File: config.mk
export PLATFORM = sky130hd
export DESIGN_NAME = execute_stage
export DESIGN_NICKNAME = d
export VERILOG_FILES = /design/src/rtl/execute_stage.sv
export SDC_FILE = /design/constraint.sdc
export NUM_CORES = 1
export LEC_CHECK = 0
export BUFFER_PORTS_ARGS = -buffer_cell sky130_fd_sc_hd__clkbuf_2
export CORE_AREA = 2 2 115 83
export CTS_BUF_LIST = sky130_fd_sc_hd__clkbuf_4 sky130_fd_sc_hd__clkbuf_8
export CTS_CLUSTER_DIAMETER = 40
export DETAILED_ROUTE_END_ITERATION = 16
export DIE_AREA = 0 0 117 85
export GPL_ROUTABILITY_DRIVEN = 0
export GPL_TIMING_DRIVEN = 0
export PLACE_DENSITY = 0.75
export SLEW_MARGIN = 25
export SYNTH_ARGS = -nofsm -noshare
export SYNTH_HDL_FRONTEND = slang
export SYNTH_SLANG_ARGS = --single-unit
File: constraint.sdc
create_clock -name clk -period 3.35 [get_ports clk]
set_input_delay 0.335 -clock clk [delete_from_list [all_inputs] [get_ports clk]]
set_output_delay 0.335 -clock clk [all_outputs]
set_load 0.03 [all_outputs]
File: src/rtl/execute_stage.sv
// Execute stage: single-cycle ALU plus optional iterative shift-add multiply, registered with valid/ready.
// Define EXECUTE_MUL_EN to build the multi-cycle multiply for ALUop 110; otherwise 110 yields zero in one cycle.
module execute_stage #(
  parameter int WIDTH = 16
) (
  input  logic             clk,
  input  logic             rst_n,
  input  logic             flush,
  input  logic             in_valid,
  output logic             in_ready,
  input  logic [2:0]       ALUop_in,
  input  logic [WIDTH-1:0] srcA_in,
  input  logic [WIDTH-1:0] srcB_in,
  input  logic             wbs_in,
  input  logic             wme_in,
  input  logic             mm_in,
  input  logic             wm_in,
  input  logic             am_in,
  input  logic             ni_in,
  output logic             out_valid,
  input  logic             out_ready,
  output logic [WIDTH-1:0] result_out,
  output logic             zero_out,
  output logic             neg_out,
  output logic             carry_out,
  output logic             wbs_out,
  output logic             wme_out,
  output logic             mm_out,
  output logic             wm_out,
  output logic             am_out,
  output logic             ni_out
);
  localparam int CW = $clog2(WIDTH);

  logic [5:0]       ctrl_in, ctrl_q;
  logic [WIDTH:0]   sum, diff, shl_w;
  logic [3:0]       shamt;
  logic [WIDTH-1:0] alu_res;
  logic             alu_carry;
  logic             idle, accept, is_mul;

  assign ctrl_in = {wbs_in, wme_in, mm_in, wm_in, am_in, ni_in};
  assign {wbs_out, wme_out, mm_out, wm_out, am_out, ni_out} = ctrl_q;

  // Extra top bit carries out of add, borrow out of sub, and the last bit shifted out of shl.
  assign shamt = srcB_in[3:0];
  assign sum   = {1'b0, srcA_in} + {1'b0, srcB_in};
  assign diff  = {1'b0, srcA_in} - {1'b0, srcB_in};
  assign shl_w = {1'b0, srcA_in} << shamt;

  always_comb begin
    alu_res   = '0;
    alu_carry = 1'b0;
    case (ALUop_in)
      3'b000: begin alu_res = sum[WIDTH-1:0];   alu_carry = sum[WIDTH];   end
      3'b001: begin alu_res = diff[WIDTH-1:0];  alu_carry = diff[WIDTH];  end
      3'b010: alu_res = srcA_in & srcB_in;
      3'b011: alu_res = srcA_in | srcB_in;
      3'b100: alu_res = srcA_in ^ srcB_in;
      3'b101: begin alu_res = shl_w[WIDTH-1:0]; alu_carry = shl_w[WIDTH]; end
      3'b111: alu_res = srcA_in >> shamt;
      default: alu_res = '0;
    endcase
  end

`ifdef EXECUTE_MUL_EN
  typedef enum logic {IDLE, MUL} state_t;
  state_t           state, state_nxt;
  logic [WIDTH-1:0] mul_a, mul_b, acc, acc_nxt;
  logic [5:0]       mul_ctrl;
  logic [CW-1:0]    cnt;
  logic             last_iter, mul_done;

  assign is_mul    = (ALUop_in == 3'b110);
  assign idle      = (state == IDLE);
  assign last_iter = (cnt == CW'(WIDTH - 1));
  assign mul_done  = (state == MUL) && last_iter;
  assign acc_nxt   = acc + (mul_b[cnt] ? (mul_a << cnt) : '0);

  always_ff @(posedge clk or negedge rst_n)
    if (!rst_n) state <= IDLE;
    else        state <= state_nxt;

  always_comb begin
    state_nxt = state;
    case (state)
      IDLE:    if (accept && is_mul) state_nxt = MUL;
      MUL:     if (flush || last_iter) state_nxt = IDLE;
      default: state_nxt = IDLE;
    endcase
  end

  always_ff @(posedge clk or negedge rst_n) begin
    if (!rst_n) begin
      mul_a    <= '0;
      mul_b    <= '0;
      mul_ctrl <= '0;
      acc      <= '0;
      cnt      <= '0;
    end else if (state == IDLE) begin
      if (accept && is_mul) begin
        mul_a    <= srcA_in;
        mul_b    <= srcB_in;
        mul_ctrl <= ctrl_in;
        acc      <= '0;
        cnt      <= '0;
      end
    end else if (flush || last_iter) begin
      cnt <= '0;
    end else begin
      acc <= acc_nxt;
      cnt <= cnt + CW'(1);
    end
  end
`else
  assign is_mul = 1'b0;
  assign idle   = 1'b1;
`endif

  assign in_ready = rst_n && idle && (!out_valid || out_ready) && !flush;
  assign accept   = in_valid && in_ready;

  // Flush outranks both a new load and multiply completion; data outputs only move on a load.
  always_ff @(posedge clk or negedge rst_n) begin
    if (!rst_n) begin
      out_valid  <= 1'b0;
      result_out <= '0;
      zero_out   <= 1'b0;
      neg_out    <= 1'b0;
      carry_out  <= 1'b0;
      ctrl_q     <= '0;
    end else if (flush) begin
      out_valid <= 1'b0;
`ifdef EXECUTE_MUL_EN
    end else if (mul_done) begin
      out_valid  <= 1'b1;
      result_out <= acc_nxt;
      zero_out   <= (acc_nxt == '0);
      neg_out    <= acc_nxt[WIDTH-1];
      carry_out  <= 1'b0;
      ctrl_q     <= mul_ctrl;
`endif
    end else if (accept && !is_mul) begin
      out_valid  <= 1'b1;
      result_out <= alu_res;
      zero_out   <= (alu_res == '0);
      neg_out    <= alu_res[WIDTH-1];
      carry_out  <= alu_carry;
      ctrl_q     <= ctrl_in;
    end else if (out_valid && out_ready) begin
      out_valid <= 1'b0;
    end
  end
endmodule
# ---- Yosys cells after proc, flatten, opt, wreduce, memory -nomap -nowiden
# Index checks and enable logic that the tools add are counted.
dict set report op_classes {
  add_sub_neg 2
  n_eq_ne 6
  shifts 2
  n_mux 5
  bitwise 4
  reduce_logical 11
}
# cell n
set op_table {}
lappend op_table {{16-bit case mux with 7 select lines} 1}
lappend op_table {{16-bit by 16-bit adder with 17-bit output} 1}
lappend op_table {{16-bit by 4-bit left shift with 17-bit output} 1}
lappend op_table {{16-bit by 16-bit subtractor with 17-bit output} 1}
lappend op_table {{16-bit bitwise AND} 1}
lappend op_table {{16-bit zero test} 1}
lappend op_table {{16-bit bitwise OR} 1}
lappend op_table {{16-bit by 4-bit >> shifter with 16-bit output} 1}
lappend op_table {{16-bit bitwise XOR} 1}
lappend op_table {{3-bit equality test, second input constant} 3}
lappend op_table {{3-bit by 2-bit equality test with 1-bit output, second input constant} 2}
lappend op_table {{1-bit logical AND} 4}
lappend op_table {{3-bit by 1-bit equality test with 1-bit output, second input constant} 1}
lappend op_table {{3-bit zero test} 1}
lappend op_table {{1-bit two-way mux} 3}
lappend op_table {{1-bit case mux with 3 select lines} 1}
lappend op_table {{3-bit nonzero test} 1}
lappend op_table {{1-bit zero test} 2}
lappend op_table {{2-bit AND reduction} 1}
lappend op_table {{1-bit logical OR} 1}
lappend op_table {{1-bit inverter} 1}
dict set report totals {
  ff_bits 26
  inputBits 46
  out_inout_bits 27
  elab_cells 36
}

# ---- Logic depth before layout (Yosys ltp)
# Gate-level depths: netlist (run 1).
dict set report logic_depth {
  depth_word 7
  mapped_depth 14
  ltp_nobuf 12
}

# ---- Least setup slack after synthesis (run 1)
# OpenSTA, ideal clock, no wires.
dict set report synth_path {
  path_kind {in2reg}
  from {input port srcB_in[2]}
  to {register zero_out}
  setup_ps 104
  t_arrival_ps 3515
  required_time_ps 3246
  slack_ps -268
  cell_stages 14
  path_buffers 3
  path_cell_list {clkbuf_1 -> inv_2 -> clkbuf_1 -> ha_1 -> buf_6 -> a21o_1 -> a21oi_2 -> nor2_1 -> mux4_2 -> a2111o_1 -> nor4_2 -> nand4_1 -> or3_1 -> o41ai_2}
}
dict set report synth_between {
  elab_chain_cells 3
  word_cells_on_any_way 9
  cone_classes {add/sub (2); shift (2); mux (1); bitwise (3); reduce/logical (1)}
}
# item line_no
set synth_rtl {}
lappend synth_rtl {{start, declared} 13} ;# input logic [WIDTH-1:0] srcB_in,
lappend synth_rtl {{16-bit by 16-bit subtractor with 17-bit output, or another cell as far along} 48} ;# assign diff = {1'b0, srcA_in} - {1'b0, srcB_in};
lappend synth_rtl {{16-bit case mux with 7 select lines (*)} 54} ;# case (ALUop_in)
lappend synth_rtl {{16-bit zero test (*)} 146} ;# zero_out <= (alu_res == '0);
lappend synth_rtl {{end signal, assigned} 146}
lappend synth_rtl {{end, declared} 23} ;# output logic zero_out,
# Every way passes the cells marked *; elsewhere a longest branch is shown, timed or not.
# A chain may end at the register's enable or synchronous reset.

# ---- Final worst setup path (run 1)
dict set report layout_path {
  from {input port srcA_in[0]}
  to {register zero_out}
}
dict set report layout_between {
  elab_chain_cells 3
  word_cells_on_any_way 9
  cone_classes {add/sub (2); shift (2); mux (1); bitwise (3); reduce/logical (1)}
}
# item line_no
set layout_rtl {}
lappend layout_rtl {{start, declared} 12} ;# input logic [WIDTH-1:0] srcA_in,
lappend layout_rtl {{16-bit by 16-bit subtractor with 17-bit output, or another cell as far along} 48}
lappend layout_rtl {{16-bit case mux with 7 select lines (*)} 54}
lappend layout_rtl {{16-bit zero test (*)} 146}
# Marks and branches as above.

==> key figures, run 1 <==
Worst setup path
  • R2r startpoint: out_valid
  • Critical-path maximum fanout: 6
  • R2R Path End: zero_out
  • Family with the most delay on the worst path: simple AND/OR/NAND/NOR gates
  • Critical Path Slowest Stage Cell: nor4_1
  • WP data required: 3.51 ns
  • Worst Setup End Kind: flip-flop
  • Crit path DAT: 3.53 ns
  • WP buf/inv: 3
  • Worst setup SP type: primary input
  • Most used cell, CP: nand4_1
  • R2R cell count: 10
  • Critical path class: primary input to flip-flop
  • Worst path max stage delay: 0.56 ns
  • Reg2reg setup slack: 0.40 ns
  • Critical-path cell list: buf_2 > inv_1 > ha_2 > fa_2 > buf_4 > xnor2_1 > or3_1 > a21oi_1 > nor4_1 > nand4_1 > nor4_2 > nand4_1 > or3_4 > o41ai_4

Synthesis
  • Post-Syn Area: 4848 µm²
  • Post-synth EDFFs: 0
  • Seq/Total Area, Yosys: 12.90%
  • Mapped Avg Cell Area: 7.884 µm²
  • Top_reg_cell synth: dfrtp_1
  • Post-synthesis cell count: 615
  • FFs w/ async S/R, synth: 100.0%
  • Flops & latches, synth: 25
  • Yosys cell types: 79
  • Synth warn: 0
  • Post-synth net total: 712

Timing
  • Setup Viol. Count Final: 1
  • Setup TNS: -0.01508 ns
  • Final worst slack: -0.01508 ns
  • Final Skew: 0.007589 ns
  • Fin crit period: 3.365 ns
  • Fin. Hold Viols: 0
  • Fraction of the cycle the final worst path needs: 100.5%
  • Slew margin rel.: 26.26%
  • Slew Limit Fails: 0
  • FMAX: 297.2 MHz
  • RSZ-0062 raised after global routing: yes
  • Worst-margin pin slew: 1.104 ns
  • WHS: 0.06254 ns

Power and ir drop
  • Cell Int Power: 0.8043 mW
  • P per Cell Area: 291.1 nW/µm²
  • Comb pwr share: 63.6%
  • Seq pwr share: 25.0%
  • Clk pwr share: 11.4%
  • Leakage: 2.513 nW
  • Sw Share: 49.45%
  • Worst VDD drop: 0.0002472 V
  • Total power: 1.591 mW
  • P_sw: 0.7869 mW

GRT
  • Initial antenna violation count: 0
  • Total GRT Usage: 33.37%
  • Global-route wire length before repair: 25.92 mm
  • Number of global-route vias before repair: 4,961
  • Remaining global-route overflow: 0
  • Largest net degree at the start of global routing: 27

CTS
  • Clk sinks: 25
  • Root Buffer: clkbuf_8
  • Clock tree buffer depth: 2
  • Number of hold buffers added after CTS: 0
  • CTS buffer count: 3
  • Clock slew at reported path FFs: 0.09 ns
  • Worst skew pair latency: 0.27 ns
  • CTS tree: done
  • H-tree Lvls: 1

Die
  • Die W: 117 µm
  • Die Y: 85 µm
  • Core area: 8890 µm²
  • Row cnt: 29
  • Die area: 9945 µm²
  • Boundary Pins: 73
  • Initial Util: 54.54%

Finish
  • Area growth syn-to-layout: 12.75%
  • Nets: 783
  • Layout cells sized above 1: 21.46%
  • N_diodes: 0
  • Final Core Density: 61.49%

Detailed routing
  • Final antenna-violating net count: 0
  • Final wirelength: 16.60 mm
  • Vias per cell: 6.745
  • DR WL/cell: 20.52 µm
  • 1st-iter DRT viols: 800
  • DRC viols: 0
  • Vias: 5,457
  • Drt pass-1 iters: 6

Run status
  • Failing checks: setup timing
  • Outcome: complete, but fails checks

Run
  • Max-cap violation count: 0

Placement
  • I/O Buffers: 69
  • Post-DP HPWL: 13.42 mm

Hold path
  • HP Class: primary input to async pin
## cell usage after synthesis (all sizes together) (8+ instances only)
cell    count  area share, %
a211oi     15            2.3
a21oi      37            3.9
a22oi      11            1.7
buf        23            3.4
clkbuf     20            1.6
dfrtp      25             13
ha         49             13
inv        46            3.6
mux2       18            4.2
mux2i      28            5.8
mux4       13            6.0
nand2      61            4.7
nand3      10            1.0
nor2       46            3.6
nor3       20            2.4
o211ai     11            1.7
o21ai      33            3.4
o22ai       9            1.2
xnor2       8            1.4
## power by group through the flow
| stage | Clock [mW] | Combinational (mW) | Sequential (mW) |
|---|---|---|---|
| final | 0.181 | 1.01 | 0.398 |
| after global routing | 0.193 | 1.08 | 0.406 |
| after CTS | 0.180 | 0.971 | 0.398 |
| after detailed placement | 0 | 0.962 | 0.404 |
| after global placement | 0 | 0.944 | 0.401 |
| after floorplan | 0 | 0.544 | 0.530 |
## worst max path at each step
stage                          start  slack [ns]        to  depth (start not counted)
after floorplan           srcB_in[2]       0.003  zero_out                         14
after global placement    srcB_in[1]       -0.59  zero_out                         15
after detailed placement  srcB_in[1]       -0.65  zero_out                         15
after CTS                 srcB_in[2]        0.02  zero_out                         14
after global routing      srcB_in[2]       -0.11  zero_out                         14
final                     srcA_in[0]       -0.02  zero_out                         14
## cell families (layout without fill, tap and decap cells)
| family | after synthesis | after routing | synth area share [%] |
|---|---|---|---|
| AND/OR/NAND/NOR | 192 | 192 | 19.61 |
| AO/OA/AOI/OAI | 185 | 185 | 26.92 |
| buffers and inverters | 90 | 160 | 8.749 |
| multiplexers | 59 | 59 | 16.00 |
| adder cells (fa/ha/maj) | 51 | 51 | 13.47 |
| flip-flops | 25 | 25 | 12.90 |
| XOR/XNOR | 13 | 13 | 2.348 |
## final cells by class
type                       count  area (µm²)
clock buffer                   3       41.29
buffer                        40       246.5
tap                          124       155.1
inverter                      46       180.2
multi-input combinational    500        3860
sequential                    25       625.6
clock inverter                 1       5.005
fill                         814        3423
timing repair buffer          70       352.8
## stage by stage
stage	cells	setup slack (ns)	area, µm²
5_1_grt	809	-0.1097	5466
3_5_place_dp	808	-0.6507	5359
6_report	809	-0.01508	5466
2_1_floorplan	615	0.003267	4858
3_3_place_gp	808	-0.5898	5359
4_1_cts	810	0.01608	5428
## cells in the final DEF (no fill, tap or decap), drive strengths merged, types with 5 or more instances in the layout
| cell type | synthesis | final |
|---|---|---|
| nor3 | 20 | 20 |
| mux2 | 18 | 18 |
| a22oi | 11 | 11 |
| nor4 | 7 | 7 |
| or3 | 6 | 6 |
| buf | 23 | 23 |
| o22ai | 9 | 9 |
| nand4 | 6 | 6 |
| a211oi | 15 | 15 |
| nand3 | 10 | 10 |
| xnor2 | 8 | 8 |
| a21o | 6 | 6 |
| nand2b | 6 | 6 |
| o221ai | 5 | 5 |
| xor2 | 5 | 5 |
| nor2b | 7 | 7 |
| o21ai | 33 | 33 |
| clkbuf | 20 | 89 |
| dfrtp | 25 | 25 |
| a21oi | 37 | 37 |
| ha | 49 | 49 |
| o32ai | 6 | 6 |
| mux2i | 28 | 28 |
| mux4 | 13 | 13 |
| nor2 | 46 | 46 |
| o211ai | 11 | 11 |
| nand2 | 61 | 61 |
| inv | 46 | 46 |
## what timing repair did
action                     CTS  global route
gates resized for setup      8             9
gates cloned                 0             0
pin swaps                    5             1
setup buffers                1             0
setup endpoints to repair    1             2
## flip-flops by register name, indices dropped and copies added (netlist names)
signal      flops
result_out     16
ctrl_q          6
carry_out       1
out_valid       1
zero_out        1
## per-layer routing
| layer | wire, µm | vias to the layer above | track usage, % |
|---|---|---|---|
| met4 | 376 | 0 | 7.380 |
| li1 | - | 2431 | - |
| met2 | 6877 | 405 | 47.61 |
| met5 | 0 | - | 0 |
| met1 | 6733 | 2574 | 48.60 |
| met3 | 2611 | 47 | 11.50 |
No activity file was read; power rests on OpenSTA's default activity.
==> run 2: changes to the inputs <==
clock period = 3.66 ns   (was 3.35 ns; I/O delays follow)
==> run 2 against run 1 <==
Core utilization fell by 0.80 points. First-iteration DRC count up 5.5%. Global-route usage is 0.46 points higher. The run now ends clean. Critical path depth decreased by 1. Largest cell class unchanged. Register-to-register slack gained 0.07 ns. Highest routed layer unchanged. Clock-buffer cell count up 1.
==> key figures, run 2 (synthesized netlist as in run 1, its figures left out) <==
Worst setup path
  • Worst setup SP type: primary input (unchanged)
  • Worst path max stage delay: 0.52 ns (was 0.56 ns)
  • Critical-path cell list: clkbuf_2 > buf_6 > buf_6 > buf_6 > mux2_1 > mux2i_1 > a211oi_1 > nor4_1 > nand4_1 > nor4_2 > nand4_1 > or3_1 > o41ai_2 (was buf_2 > inv_1 > ha_2 > fa_2 > buf_4 > xnor2_1 > or3_1 > a21oi_1 > nor4_1 > nand4_1 > nor4_2 > nand4_1 > or3_4 > o41ai_4)
  • Critical-path maximum fanout: 19 (was 6)
  • Critical path class: primary input to flip-flop (unchanged)
  • Most used cell, CP: buf_6 (was nand4_1)
  • Worst Setup End Kind: flip-flop (unchanged)
  • Crit path DAT: 3.66 ns (was 3.53 ns)
  • WP data required: 3.81 ns (was 3.51 ns)
  • Critical Path Slowest Stage Cell: nor4_1 (unchanged)

Finish
  • Final Core Density: 60.69% (was 61.49%)
  • Max reg flops: 16 (unchanged)
  • Area growth syn-to-layout: 11.28% (was 12.75%)
  • Final instance area: 5395 µm² (was 5466 µm²)
  • Most frequent cells in the layout: clkbuf_2 (69), nand2_1 (61), ha_1 (49), nor2_1 (46), inv_1 (41) (was clkbuf_2 (68), nand2_1 (61), ha_1 (48), nor2_1 (46), inv_1 (41))
  • N_diodes: 0 (unchanged)
  • Layout cells sized above 1: 20.29% (was 21.46%)
  • Largest registers: result_out: 16 flops, ctrl_q: 6 flops (unchanged)
  • Commonest non-fill, non-tap cell in the layout: clkbuf_2 (unchanged)
  • Reg with most FFs: result_out (unchanged)
  • Nets: 783 (unchanged)

Detailed routing
  • Final wirelength: 16.69 mm (was 16.60 mm)
  • Vias: 5,443 (was 5,457)
  • 1st-iter DRT viols: 844 (was 800)
  • Vias per cell: 6.728 (was 6.745)
  • DRC viols: 0 (unchanged)
  • Drt pass-1 iters: 7 (was 6)
  • Final antenna-violating net count: 0 (unchanged)
  • DR WL/cell: 20.63 µm (was 20.52 µm)

Hold path
  • HP Class: primary input to async pin (unchanged)

Timing
  • Fin. Hold Viols: 0 (unchanged)
  • Fin crit period: 3.515 ns
  • Setup TNS: 0 ns (was -0.01508 ns)
  • Worst-margin pin slew: 1.053 ns (was 1.104 ns)
  • Slew Limit Fails: 0 (unchanged)
  • RSZ-0062 raised after global routing: no (was yes)
  • FMAX: 284.5 MHz
  • Setup Viol. Count Final: 0 (was 1)
  • Final Skew: 0.004281 ns (was 0.007589 ns)
  • WHS: 0.1045 ns (was 0.06254 ns)
  • Slew margin rel.: 29.63% (was 26.26%)
  • Fraction of the cycle the final worst path needs: 96.03%

Power and ir drop
  • Cell Int Power: 0.7387 mW (was 0.8043 mW)
  • Worst VDD drop: 0.0002393 V (was 0.0002472 V)
  • Clk pwr share: 11.7% (was 11.4%)
  • Total power: 1.442 mW (was 1.591 mW)
  • P_sw: 0.7036 mW (was 0.7869 mW)
  • Seq pwr share: 25.2% (was 25.0%)
  • Comb pwr share: 63.1% (was 63.6%)
  • Sw Share: 48.78% (was 49.45%)
  • P per Cell Area: 267.3 nW/µm² (was 291.1 nW/µm²)
  • Leakage: 2.491 nW (was 2.513 nW)

Die
  • Boundary Pins: 73 (unchanged)
  • Die Y: 85 µm (unchanged)
  • Initial Util: 54.54% (unchanged)
  • Row cnt: 29 (unchanged)
  • Die area: 9945 µm² (unchanged)
  • Core area: 8890 µm² (unchanged)
  • Die W: 117 µm (unchanged)

CTS
  • Worst skew pair latency: 0.27 ns (about the same)
  • CTS tree: done (unchanged)
  • H-tree Lvls: 1 (unchanged)
  • CTS buffer count: 3 (unchanged)
  • Clock slew at reported path FFs: 0.08 ns (was 0.09 ns)
  • Root Buffer: clkbuf_8 (unchanged)
  • Clk sinks: 25 (unchanged)
  • Post-CTS Setup Bufs: 0 (was 1)
  • Clock tree buffer depth: 2 (unchanged)

GRT
  • Global-route wire length before repair: 26.30 mm (was 25.92 mm)
  • Largest net degree at the start of global routing: 27 (unchanged)
  • Total GRT Usage: 33.83% (was 33.37%)
  • Initial antenna violation count: 0 (unchanged)
  • Remaining global-route overflow: 0 (unchanged)
  • Number of global-route vias before repair: 4,944 (was 4,961)

Placement
  • I/O Buffers: 69 (unchanged)
  • Dpl cell area: 5349 µm² (was 5359 µm²)
  • Post-DP HPWL: 13.53 mm (was 13.42 mm)

Run status
  • Outcome: complete, no violations (was complete, but fails checks)

Run
  • Max-cap violation count: 0 (unchanged)
==> run 2: path summary, 6_finish.rpt <==
kind / end / from / slack [ns] / depth (start not counted)
setup / recovery: zero_out / srcB_in[1] / 0.15 / 13
hold / removal: ctrl_q[1] / rst_n / 0.10 / 1
setup reg to reg: zero_out / out_valid / 0.47 / 10
hold reg to reg: ctrl_q[2] / ctrl_q[2] / 0.48 / 2
max in group asynchronous: zero_out / rst_n / 3.14 / 1
min in group clk: ctrl_q[2] / wm_in / 0.28 / 3
==> run 2: metal layers <==
metal / up-vias / routed length [µm] / global-route usage [%]
met5: - / 0 / 0
met4: 0 / 362 / 5.989
met3: 55 / 2465 / 8.000
met2: 399 / 6972 / 49.92
met1: 2563 / 6889 / 50.73
li1: 2426 / - / -
==> run 2: power by group through the flow <==
stage	combinational (mW)	sequential [mW]	clock, mW
floorplan	0.496	0.485	0
global placement	0.862	0.366	0
detailed placement	0.878	0.370	0
CTS	0.882	0.365	0.172
global route	0.968	0.373	0.186
finish	0.910	0.364	0.169
==> run 2: critical path: cells and delay by family <==
kind,cells,cell delay (ns)
simple gates,5,1.53
buf+inv,4,0.69
mux,2,0.63
compound gates,2,0.43
==> run 2: area by class of cell <==
cell class / instances / area (µm²)
multi-input cells: 500 / 3806
fillers: 820 / 3495
flip-flops and latches: 25 / 625.6
repair buffers: 69 / 345.3
plain buffers: 41 / 239.0
inverters: 46 / 175.2
well taps: 124 / 155.1
clock buffers: 4 / 48.80
==> run 2: repair_timing <==
action | 4_1_cts | 5_1_grt
endpoints found under the setup margin | 1 | 1
gates resized for setup | 2 | 1
pin swaps | 0 | 3
hold buffers | 0 | 0
==> run 2: stage by stage <==
step,std cells,setup slack (ns)
after CTS,809,0.01441
after detailed placement,808,-0.7801
after floorplan,615,0.01087
final,809,0.1452
after global routing,809,0.04446
after global placement,808,-0.7324
==> run 3: changes to the inputs <==
CTS_BUF_LIST = sky130_fd_sc_hd__clkbuf_16   (was sky130_fd_sc_hd__clkbuf_4 sky130_fd_sc_hd__clkbuf_8)
==> run 3 against run 2 <==
Combinational power is essentially flat. Power grew 5.0%. Non-clock buffer count is the same. Clock skew shrank 0.0015 ns. Critical path depth shrank 1. Sequential power is essentially flat. Clock power grew 41%. Cell area grew 0.56%. Wire length grew 1.1%. Critical endpoint unchanged.
==> key figures, run 3 (synthesized netlist as in run 1, its figures left out) <==
Run status
  • Outcome: complete, no violations (unchanged)

Worst setup path
  • Critical path class: primary input to flip-flop (unchanged)
  • Crit path DAT: 3.69 ns (was 3.66 ns)
  • Critical-path maximum fanout: 10 (was 19)
  • R2r startpoint: out_valid (unchanged)
  • Worst Setup End Kind: flip-flop (unchanged)
  • Worst setup SP type: primary input (unchanged)
  • Worst Setup SP: srcA_in[6] (was srcB_in[1])
  • WP data required: 3.80 ns (was 3.81 ns)

Die
  • Row cnt: 29 (unchanged)
  • Boundary Pins: 73 (unchanged)
  • Initial Util: 54.54% (unchanged)
  • Die area: 9945 µm² (unchanged)
  • Die Y: 85 µm (unchanged)
  • Core area: 8890 µm² (unchanged)
  • Die W: 117 µm (unchanged)

Finish
  • Largest registers: result_out: 16 flops, ctrl_q: 6 flops (unchanged)
  • Max reg flops: 16 (unchanged)
  • Layout cells sized above 1: 20.15% (was 20.29%)
  • Commonest non-fill, non-tap cell in the layout: clkbuf_2 (unchanged)
  • Most frequent cells in the layout: clkbuf_2 (69), nand2_1 (61), ha_1 (49), nor2_1 (46), inv_1 (42) (was clkbuf_2 (69), nand2_1 (61), ha_1 (49), nor2_1 (46), inv_1 (41))
  • Nets: 783 (unchanged)
  • Reg with most FFs: result_out (unchanged)
  • N_diodes: 0 (unchanged)
  • Area growth syn-to-layout: 11.90% (was 11.28%)

CTS
  • Root Buffer: clkbuf_16 (was clkbuf_8)
  • Clock slew at reported path FFs: 0.06 ns (was 0.08 ns)
  • Clk sinks: 25 (unchanged)
  • Worst skew pair latency: 0.26 ns (was 0.27 ns)
  • H-tree Lvls: 1 (unchanged)
  • CTS buffer count: 3 (unchanged)
  • Clock tree buffer depth: 2 (unchanged)
  • Number of hold buffers added after CTS: 0 (unchanged)
  • CTS tree: done (unchanged)

Detailed routing
  • 1st-iter DRT viols: 908 (was 844)
  • Vias: 5,443 (unchanged)
  • Final antenna-violating net count: 0 (unchanged)
  • DR WL/cell: 20.85 µm (was 20.63 µm)
  • Drt pass-1 iters: 6 (was 7)
  • DRC viols: 0 (unchanged)
  • Vias per cell: 6.728 (unchanged)
  • Final wirelength: 16.87 mm (was 16.69 mm)

GRT
  • Total GRT Usage: 34.12% (was 33.83%)
  • Initial antenna violation count: 0 (unchanged)
  • Remaining global-route overflow: 0 (unchanged)
  • Global-route wire length before repair: 26.52 mm (was 26.30 mm)
  • Number of global-route vias before repair: 4,998 (was 4,944)
  • Largest net degree at the start of global routing: 27 (unchanged)

Power and ir drop
  • Comb pwr share: 60.2% (was 63.1%)
  • Sw Share: 47.18% (was 48.78%)
  • P per Cell Area: 279.2 nW/µm² (was 267.3 nW/µm²)
  • Cell Int Power: 0.8001 mW (was 0.7387 mW)
  • Seq pwr share: 24.1% (was 25.2%)
  • P_sw: 0.7148 mW (was 0.7036 mW)
  • Worst VDD drop: 0.0002398 V (was 0.0002393 V)
  • Total power: 1.515 mW (was 1.442 mW)
  • Clk pwr share: 15.7% (was 11.7%)
  • Leakage: 2.507 nW (was 2.491 nW)

Run
  • Max-cap violation count: 0 (unchanged)

Timing
  • Slew Limit Fails: 0 (unchanged)
  • Final Skew: 0.002790 ns (was 0.004281 ns)
  • WHS: 0.1240 ns (was 0.1045 ns)
  • Fin crit period: 3.555 ns (was 3.515 ns)
  • FMAX: 281.3 MHz (was 284.5 MHz)
  • Slew margin rel.: 26.58% (was 29.63%)
  • Fin. Hold Viols: 0 (unchanged)
  • RSZ-0062 raised after global routing: no (unchanged)
  • Worst-margin pin slew: 1.099 ns (was 1.053 ns)
  • Setup TNS: 0 ns (unchanged)
  • Setup Viol. Count Final: 0 (unchanged)
  • Fraction of the cycle the final worst path needs: 97.13% (was 96.03%)

Placement
  • I/O Buffers: 69 (unchanged)
  • Post-DP HPWL: 13.53 mm (unchanged)

Hold path
  • HP Class: primary input to async pin (unchanged)
==> run 3: changes by cell type in the layout (fill, tap and decap cells not counted) <==
cell       delta
clkbuf_8      -3
clkbuf_4      -1
inv_1         +1
clkbuf_16     +3
==> run 3: stage by stage <==
stage,area [µm²],instances,util (%),worst slack [ns]
2_1_floorplan,4848,615,-,0.01087
3_3_place_gp,5349,808,60.17,-0.7324
3_5_place_dp,5349,808,60.17,-0.7801
4_1_cts,5420,809,60.97,0.07346
5_1_grt,5425,809,61.03,0.02392
6_report,5425,809,61.03,0.1050
==> run 3: worst paths after layout <==
kind / to / slack [ns] / cells past startpoint
max in group asynchronous: result_out[5] / 3.11 / 1
hold / removal: ctrl_q[1] / 0.12 / 1
setup / recovery: zero_out / 0.10 / 12
hold reg to reg: ctrl_q[2] / 0.48 / 2
setup reg to reg: zero_out / 0.47 / 10
min in group clk: ctrl_q[2] / 0.29 / 3
==> run 3: layout make-up <==
type / instances / area [µm²]
Multi-Input combinational cell: 500 / 3806
Fill cell: 814 / 3465
Timing Repair Buffer: 69 / 345.3
Sequential cell: 25 / 625.6
Inverter: 46 / 175.2
Buffer: 41 / 239.0
Clock buffer: 3 / 75.07
Clock inverter: 1 / 3.754
Tap cell: 124 / 155.1
==> run 3: timing repair <==
action	CTS	global route
setup buffers	0	0
pin swaps	1	2
setup endpoints to repair	1	1
resized for setup	2	1
==> run 3: per-layer routing <==
layer	routed length, µm	track usage [%]	up-vias
met3	2362	6.929	61
met4	453	6.952	0
li1	-	-	2425
met5	0	0	-
met1	7007	51.51	2566
met2	7041	50.34	391
==> run 3: worst max-delay path, cell delays in order <==
cell and delay, ns:
clkbuf_2 0.20, inv_1 0.11, ha_1 0.30, clkbuf_1 0.23
or4_4 0.59, or3_1 0.32, o32ai_1 0.17, nor3_1 0.09
o32ai_1 0.36, nand3_1 0.20, or3_1 0.46, o41ai_2 0.28
==> run 3: power by group through the flow <==
| stage | registers [mW] | logic [mW] | clock network [mW] |
|---|---|---|---|
| final | 0.365 | 0.912 | 0.238 |
| after global routing | 0.374 | 0.969 | 0.253 |
| after CTS | 0.366 | 0.883 | 0.240 |
| after detailed placement | 0.370 | 0.878 | 0 |
| after global placement | 0.366 | 0.862 | 0 |
| after floorplan | 0.485 | 0.496 | 0 |
